===== src/rtl/tdm_pkg.sv =====
// Shared types and constants for the two-channel TDM demultiplexer.
// Latency: n/a (declarations only).
// Backpressure: n/a (declarations only).
//
// Optional feature macro: TDM_DEMUX2_PARITY_EN adds the SLOT_P state.
package tdm_pkg;

  // Widest time slot the demux is intended to carry.
  localparam int TDM_MAX_W = 32;

  // Frame-alignment states. Encodings are fixed so state dumps stay
  // comparable between the 2-slot and 3-slot builds.
  typedef enum logic [1:0] {
    ST_IDLE   = 2'd0,
    ST_SLOT1  = 2'd1
`ifdef TDM_DEMUX2_PARITY_EN
    ,
    ST_SLOT_P = 2'd2
`endif
  } tdm_state_e;

endpackage


===== src/rtl/tdm_parity_chk.sv =====
// Even-parity check of a staged frame against the trailing parity bit.
// Latency: combinational, zero cycles.
// Backpressure: none; evaluates whatever is presented.
//
// Ports: stage0/stage1 - staged channel values; par_bit - received parity
//        bit; par_ok - high when XOR of all staged bits equals par_bit.
module tdm_parity_chk #(
  parameter int W = 1
) (
  input  logic [W-1:0] stage0,
  input  logic [W-1:0] stage1,
  input  logic         par_bit,
  output logic         par_ok
);

  assign par_ok = ((^stage0) ^ (^stage1)) == par_bit;

endmodule


===== src/rtl/tdm_demux2.sv =====
// Splits a TDM stream of 2-slot frames (3 with parity) into two registered channels.
// Latency: channels and out_valid update one cycle after the final slot is sampled.
// Backpressure: none; din_valid=0 simply pauses the frame, with no timeout.
//
// Ports: clk, rst (async, active-high); din/din_valid/sync - input stream,
//        sync tags slot 0; ch0/ch1 - last committed frame; out_valid - commit
//        pulse; frame_err - sync seen mid-frame; parity_err - bad parity slot.
// Macro: TDM_DEMUX2_PARITY_EN - adds a third even-parity slot and parity_err.
// W legal range is 1..tdm_pkg::TDM_MAX_W.
module tdm_demux2
  import tdm_pkg::*;
#(
  parameter int W = 1
) (
  input  logic         clk,
  input  logic         rst,
  input  logic [W-1:0] din,
  input  logic         din_valid,
  input  logic         sync,
  output logic [W-1:0] ch0,
  output logic [W-1:0] ch1,
  output logic         out_valid,
  output logic         frame_err
`ifdef TDM_DEMUX2_PARITY_EN
  ,
  output logic         parity_err
`endif
);

  tdm_state_e   state_q, state_d;
  logic [W-1:0] stage0_q, stage0_d;
  logic [W-1:0] stage1_q, stage1_d;
  logic         commit;
  logic [W-1:0] commit_ch1;
  logic         ferr_d;
  logic         perr_d;
  logic         par_ok;

`ifdef TDM_DEMUX2_PARITY_EN
  tdm_parity_chk #(.W(W)) u_parity_chk (
    .stage0  (stage0_q),
    .stage1  (stage1_q),
    .par_bit (din[0]),
    .par_ok  (par_ok)
  );
`else
  assign par_ok = 1'b1;
`endif

  always_comb begin
    state_d    = state_q;
    stage0_d   = stage0_q;
    stage1_d   = stage1_q;
    commit     = 1'b0;
    commit_ch1 = stage1_q;
    ferr_d     = 1'b0;
    perr_d     = 1'b0;
    if (din_valid) begin
      if (sync) begin
        // A sync always restarts framing; only mid-frame is it an error.
        ferr_d   = (state_q != ST_IDLE);
        stage0_d = din;
        state_d  = ST_SLOT1;
      end else begin
        case (state_q)
          ST_SLOT1: begin
            stage1_d = din;
`ifdef TDM_DEMUX2_PARITY_EN
            state_d  = ST_SLOT_P;
`else
            // Final slot: commit straight from din, staging is written
            // in the same edge.
            commit     = 1'b1;
            commit_ch1 = din;
            state_d    = ST_IDLE;
`endif
          end
`ifdef TDM_DEMUX2_PARITY_EN
          ST_SLOT_P: begin
            state_d = ST_IDLE;
            if (par_ok) commit = 1'b1;
            else        perr_d = 1'b1;
          end
`endif
          default: begin
            // Unsynchronised sample while idle: drop silently.
            state_d = ST_IDLE;
          end
        endcase
      end
    end
  end

  always_ff @(posedge clk or posedge rst) begin
    if (rst) begin
      state_q   <= ST_IDLE;
      stage0_q  <= '0;
      stage1_q  <= '0;
      ch0       <= '0;
      ch1       <= '0;
      out_valid <= 1'b0;
      frame_err <= 1'b0;
    end else begin
      state_q   <= state_d;
      stage0_q  <= stage0_d;
      stage1_q  <= stage1_d;
      out_valid <= commit;
      frame_err <= ferr_d;
      if (commit) begin
        ch0 <= stage0_q;
        ch1 <= commit_ch1;
      end
    end
  end

`ifdef TDM_DEMUX2_PARITY_EN
  always_ff @(posedge clk or posedge rst) begin
    if (rst) parity_err <= 1'b0;
    else     parity_err <= perr_d;
  end
`else
  // perr_d and par_ok only matter in the parity build.
  logic unused_par;
  assign unused_par = perr_d & par_ok;
`endif

endmodule


===== config.mk =====
export PLATFORM = sky130hd
export DESIGN_NAME = tdm_demux2
export DESIGN_NICKNAME = d
export VERILOG_FILES = /design/src/rtl/tdm_pkg.sv /design/src/rtl/tdm_parity_chk.sv /design/src/rtl/tdm_demux2.sv
export SDC_FILE = /design/constraint.sdc
export NUM_CORES = 1
export LEC_CHECK = 0
export BUFFER_PORTS_ARGS = -buffer_cell sky130_fd_sc_hd__clkbuf_2
export CELL_PAD_IN_SITES_DETAIL_PLACEMENT = 0
export CELL_PAD_IN_SITES_GLOBAL_PLACEMENT = 2
export CORE_AREA = 8 8 45 47
export CTS_CLUSTER_SIZE = 24
export DETAILED_ROUTE_END_ITERATION = 8
export DIE_AREA = 0 0 53 55
export PLACE_DENSITY_LB_ADDON = 0.1
export RECOVER_POWER = 100
export SLEW_MARGIN = 20
export SYNTH_ARGS = -nofsm -noshare
export SYNTH_HDL_FRONTEND = slang
export SYNTH_SLANG_ARGS = --single-unit

===== constraint.sdc =====
create_clock -name clk -period 1.3 [get_ports clk]
set_input_delay 0.065 -clock clk [delete_from_list [all_inputs] [get_ports clk]]
set_output_delay 0.065 -clock clk [all_outputs]
set_load 0.005 [all_outputs]

# After elaboration in Yosys (flattened, before gate mapping)
# Index checks and enable logic that the tools add are counted.
[totals]
ff_bits = 8
latchBits = 0
mem_bits_rw = 0
mem_bits_ro = 0
inputBits = 5
output_inout_bits = 4
word_cells = 19
mem_count = 0
[classes]
add_sub_neg = 0
multipliers = 0
n_div = 0
magnitude_cmp = 0
n_eq_ne = 1
n_shift = 0
n_mux = 9
n_bitwise = 0
reduce_logical = 2
[op_table]
columns = ["operator", "n"]
rows = [
  ["$mux 1", 9],
  ["$eq 2x1->1 const B", 1],
  ["$reduce_and 2->1", 1],
  ["$reduce_bool 2->1", 1],
]

# Depth between registers and ports, before layout
[depth]
word_depth = 4
ltp_mapped = 2
ltp_nobuf = 2

# Worst setup path after synthesis
# Ideal clock, no wire load.
[synth_path]
path_type = "reg-to-reg"
from = "register state_q[0]"
to = "register ch0"
setup_time_ps = 125
t_arrival_ps = 769
t_required_ps = 1175
setup_slack_ps = 406
path_stages_with_launch = 3
n_path_buf = 0
synth_period_minus_slack_ps = 894
cell_sequence = "dfrtp_1 -> nand3b_4 -> mux2_4"
[synth_via]
elab_chain_len = 4
[synth_lines]
columns = ["item", "line", "rtl"]
rows = [
  ["start: declaration", "tdm_demux2.sv:30", "tdm_state_e state_q, state_d;"],
  ["start signal: assignment", "tdm_demux2.sv:104", "state_q <= state_d;"],
  ["$eq 2x1->1", "tdm_demux2.sv:65", "case (state_q)"],
  ["$mux 1", "tdm_demux2.sv:65", ""],
  ["$mux 1", "tdm_demux2.sv:59", "if (sync) begin"],
  ["$mux 1", "tdm_demux2.sv:58", "if (din_valid) begin"],
  ["end signal: assignment", "tdm_demux2.sv:110", "ch0 <= stage0_q;"],
  ["end: declaration", "tdm_demux2.sv:20", "output logic [W-1:0] ch0,"],
]
# No other way between the ends.
# A chain may end at the register's enable or synchronous reset.

# Final worst setup path
[layout_path]
from = "register state_q[0]"
to = "register ch1"
[layout_via]
elab_chain_len = 4
elab_cells_between_ends = 7
classes_between = "1 x eq/ne; 6 x mux"
[layout_lines]
columns = ["item", "line", "rtl"]
rows = [
  ["$eq 2x1->1 (*)", "tdm_demux2.sv:65", ""],
  ["$mux 1, on equally long branches (3 in series)", "--", ""],
  ["end signal: assignment", "tdm_demux2.sv:111", "ch1 <= commit_ch1;"],
  ["end: declaration", "tdm_demux2.sv:21", "output logic [W-1:0] ch1,"],
]
# Every way passes the cells marked *; elsewhere a longest branch is shown, timed or not.

==> impl_metrics.tcl <==
set metrics [dict create \
    slew_headroom_pct 84.7 \
    wl_um 463 \
    worst_slew_pin_slew_ns 0.229 \
    synth_mux_area_share_pct 18.8 \
    synth_compound_area_share_pct 2.09 \
    die-area_um2 2920 \
    synth_top_area_cell "dfrtp_1" \
    synth_xor_area_share_pct 0 \
    viasPerCell 3.43 \
    p_leak_nw 0.156 \
    rsz0062_at_grt "no" \
    row_count 14 \
    synth.most_common_cell "dfrtp_1" \
    grt_max_degree 7 \
    portBuffers 8 \
    cts_tree "built" \
    synthTopCellsByArea "dfrtp_1 63%, mux2_4 19%, nand3b_4 8.4%, inv_1 4.7%, o21ai_0 2.1%" \
    drtAntennaViolNets 0 \
    finalWeightedCongestion 0.597 \
    netlist_instances 16 \
    cts_max_level 1 \
    final_hold_viol_count 0 \
    critPathKind "flop to flop" \
    pwr_density_cell_nw_per_um2 1490 \
    grt_pass1_wl_um 759 \
    required_ns 1.42 \
    ys_types 7 \
    drtPass1Iterations 2 \
    synthFlopType "dfrtp_1" \
    yosys-top-cells-count "6 x dfrtp_1, 3 x inv_1, 3 x mux2_4" \
    hold_path_class "primary input to flop" \
    arrival_ns 1.11 \
    drv_cap 0 \
    postCtsSetupBuffers 0 \
    synthToLayoutAreaGrowth_pct 27.2 \
    drt_drc_violations_left 0 \
    die_w_um 53 \
    cp-start-kind "flop" \
    period_needed_ns 0.991 \
    ys_seq_area_share_pct 62.8 \
    clk_latency_ns 0.24 \
    cts_sinks 6 \
    start_util_pct 17.3 \
    synthArstFlopShare_pct 100 \
    antenna_found_initial 0 \
    core_um2 1380 \
    diodes 0 \
    synthSimpleGateAreaFrac_pct 11.5 \
    grtUsageTotal_pct 4.06 \
    drv_slew 0 \
    fin_nets 35 \
    holdWs_ns 0.0475 \
    slowest_delay_ns 0.37 \
    synth_fa_ha_area_share_pct 0 \
    syn-num-nets 21 \
    timing.rr.start "state_q[0]" \
    clock_skew_ns 0.00231 \
    yosys_warnings 0 \
    fin_crit_sh_pct 76.3 \
    finalSetupTns_ns 0 \
    crit_path_start "state_q[0]" \
    run_status "complete, no violations" \
    grt.overflow.total 0 \
    crit_fanout 3 \
    max_freq_mhz 1010 \
    fillCellCount 154 \
    wl_per_cell_um 10.5 \
    netlist_area_um2 239 \
    drt_iter0_markers 3 \
    drive_gt1_share_pct 28.6 \
    hp-start "din_valid" \
    finalSetupViolCount 0 \
    cts_buffers 3 \
    post_cts_resized 0 \
    ctsHoldBuffers 1 \
    cts.path.max_buffers 2 \
    clk_pin_slew_ns 0.04 \
    path_cells "nand3b_1 -> mux2_1" \
    place_hpwl_um 389 \
    ir_drop_v 0.000451 \
    die_h_um 55 \
    synth_edf_count 0 \
    crit_path_top_delay_cell "dfrtp_1" \
    synth_area_per_cell_um2 14.9 \
    synth.top_cell.area_share_pct 62.8 \
    clockRootBuffer "clkbuf_4" \
    ys_ff_latch 6 \
    synth_top_family_by_area "multiplexers" \
    grt_pass1_vias 188 \
    worst_setup_path_end_kind "flop" \
    io_pins 9 \
    vias 151 \
]
-- registers in the layout (all words and copies together), names as in the netlist --
name,cells
stage0_q,1
ch1,1
state_q,1
ch0,1
frame_err,1
out_valid,1
-- power by group --
group          leakage, nW  total (W)  internal [W]  switching (W)
sequential          0.0748   0.000228      0.000215      0.0000128
combinational       0.0676  0.0000561     0.0000294      0.0000267
clock               0.0138   0.000168      0.000104      0.0000638
total                0.156   0.000452      0.000349       0.000103
-- kinds of logic after synthesis --
kind of cell           count (synthesis)
flip-flops                             6
multiplexers                           3
AND/OR/NAND/NOR                        3
buffers and inverters                  3
AO/OA/AOI/OAI                          1
-- final timing paths --
kind / end / slack [ns] / cells after the start
min reg2reg: ch0 / 0.49 / 1
max reg2reg: ch1 / 0.31 / 2
max in group asynchronous: ch1 / 0.83 / 3
min: state_q[0] / 0.05 / 2
max: ch1 / 0.31 / 2
min in group asynchronous: out_valid / 0.27 / 3
-- final cells by class --
type / instances / area [µm²] / share of cell area [%]
Multi-Input combinational cell: 7 / 53.8 / 17.7
Clock buffer: 3 / 22.5 / 7.41
Tap cell: 16 / 20.0 / 6.58
Sequential cell: 6 / 150 / 49.4
Timing Repair Buffer: 9 / 46.3 / 15.2
Inverter: 3 / 11.3 / 3.70
-- metrics by stage --
| step | power (W) | instances | cell area, µm² | util, % | setup WS [ns] |
|---|---|---|---|---|---|
| CTS | 0.000498 | 44 | 332 | 24.0 | 0.364 |
| floorplan | 0.000279 | 16 | 239 | - | 0.406 |
| global placement | 0.000316 | 40 | 299 | 21.6 | 0.386 |
| finish | 0.000452 | 44 | 304 | 22.0 | 0.309 |
| detailed placement | 0.000317 | 40 | 299 | 21.6 | 0.375 |
| global route | 0.000491 | 44 | 304 | 22.0 | 0.261 |
-- layer usage --
metal,routed length (µm),GRT usage (%),part of all wire [%],vias up
met5,0,0,0,-
met4,0,3.88,0,0
li1,-,-,-,74
met2,217,5.08,47,6
met3,62,4.01,13,0
met1,184,3.70,40,71
-- placed cells by master, fill, tap and decap left out --
cell type      instances
clkbuf_1               3
clkbuf_2               5
clkbuf_4               3
dfrtp_1                6
dlygate4sd3_1          1
inv_1                  3
mux2_1                 3
nand2_1                1
nand3b_1               1
nor2_1                 1
o21ai_0                1
-- critical path: cells and delay by family, from the launching register on --
family	cells	cell delay, ns
flops	1	0.37
mux	1	0.34
simple gates	1	0.16
No activity file was read; power rests on OpenSTA's default activity.
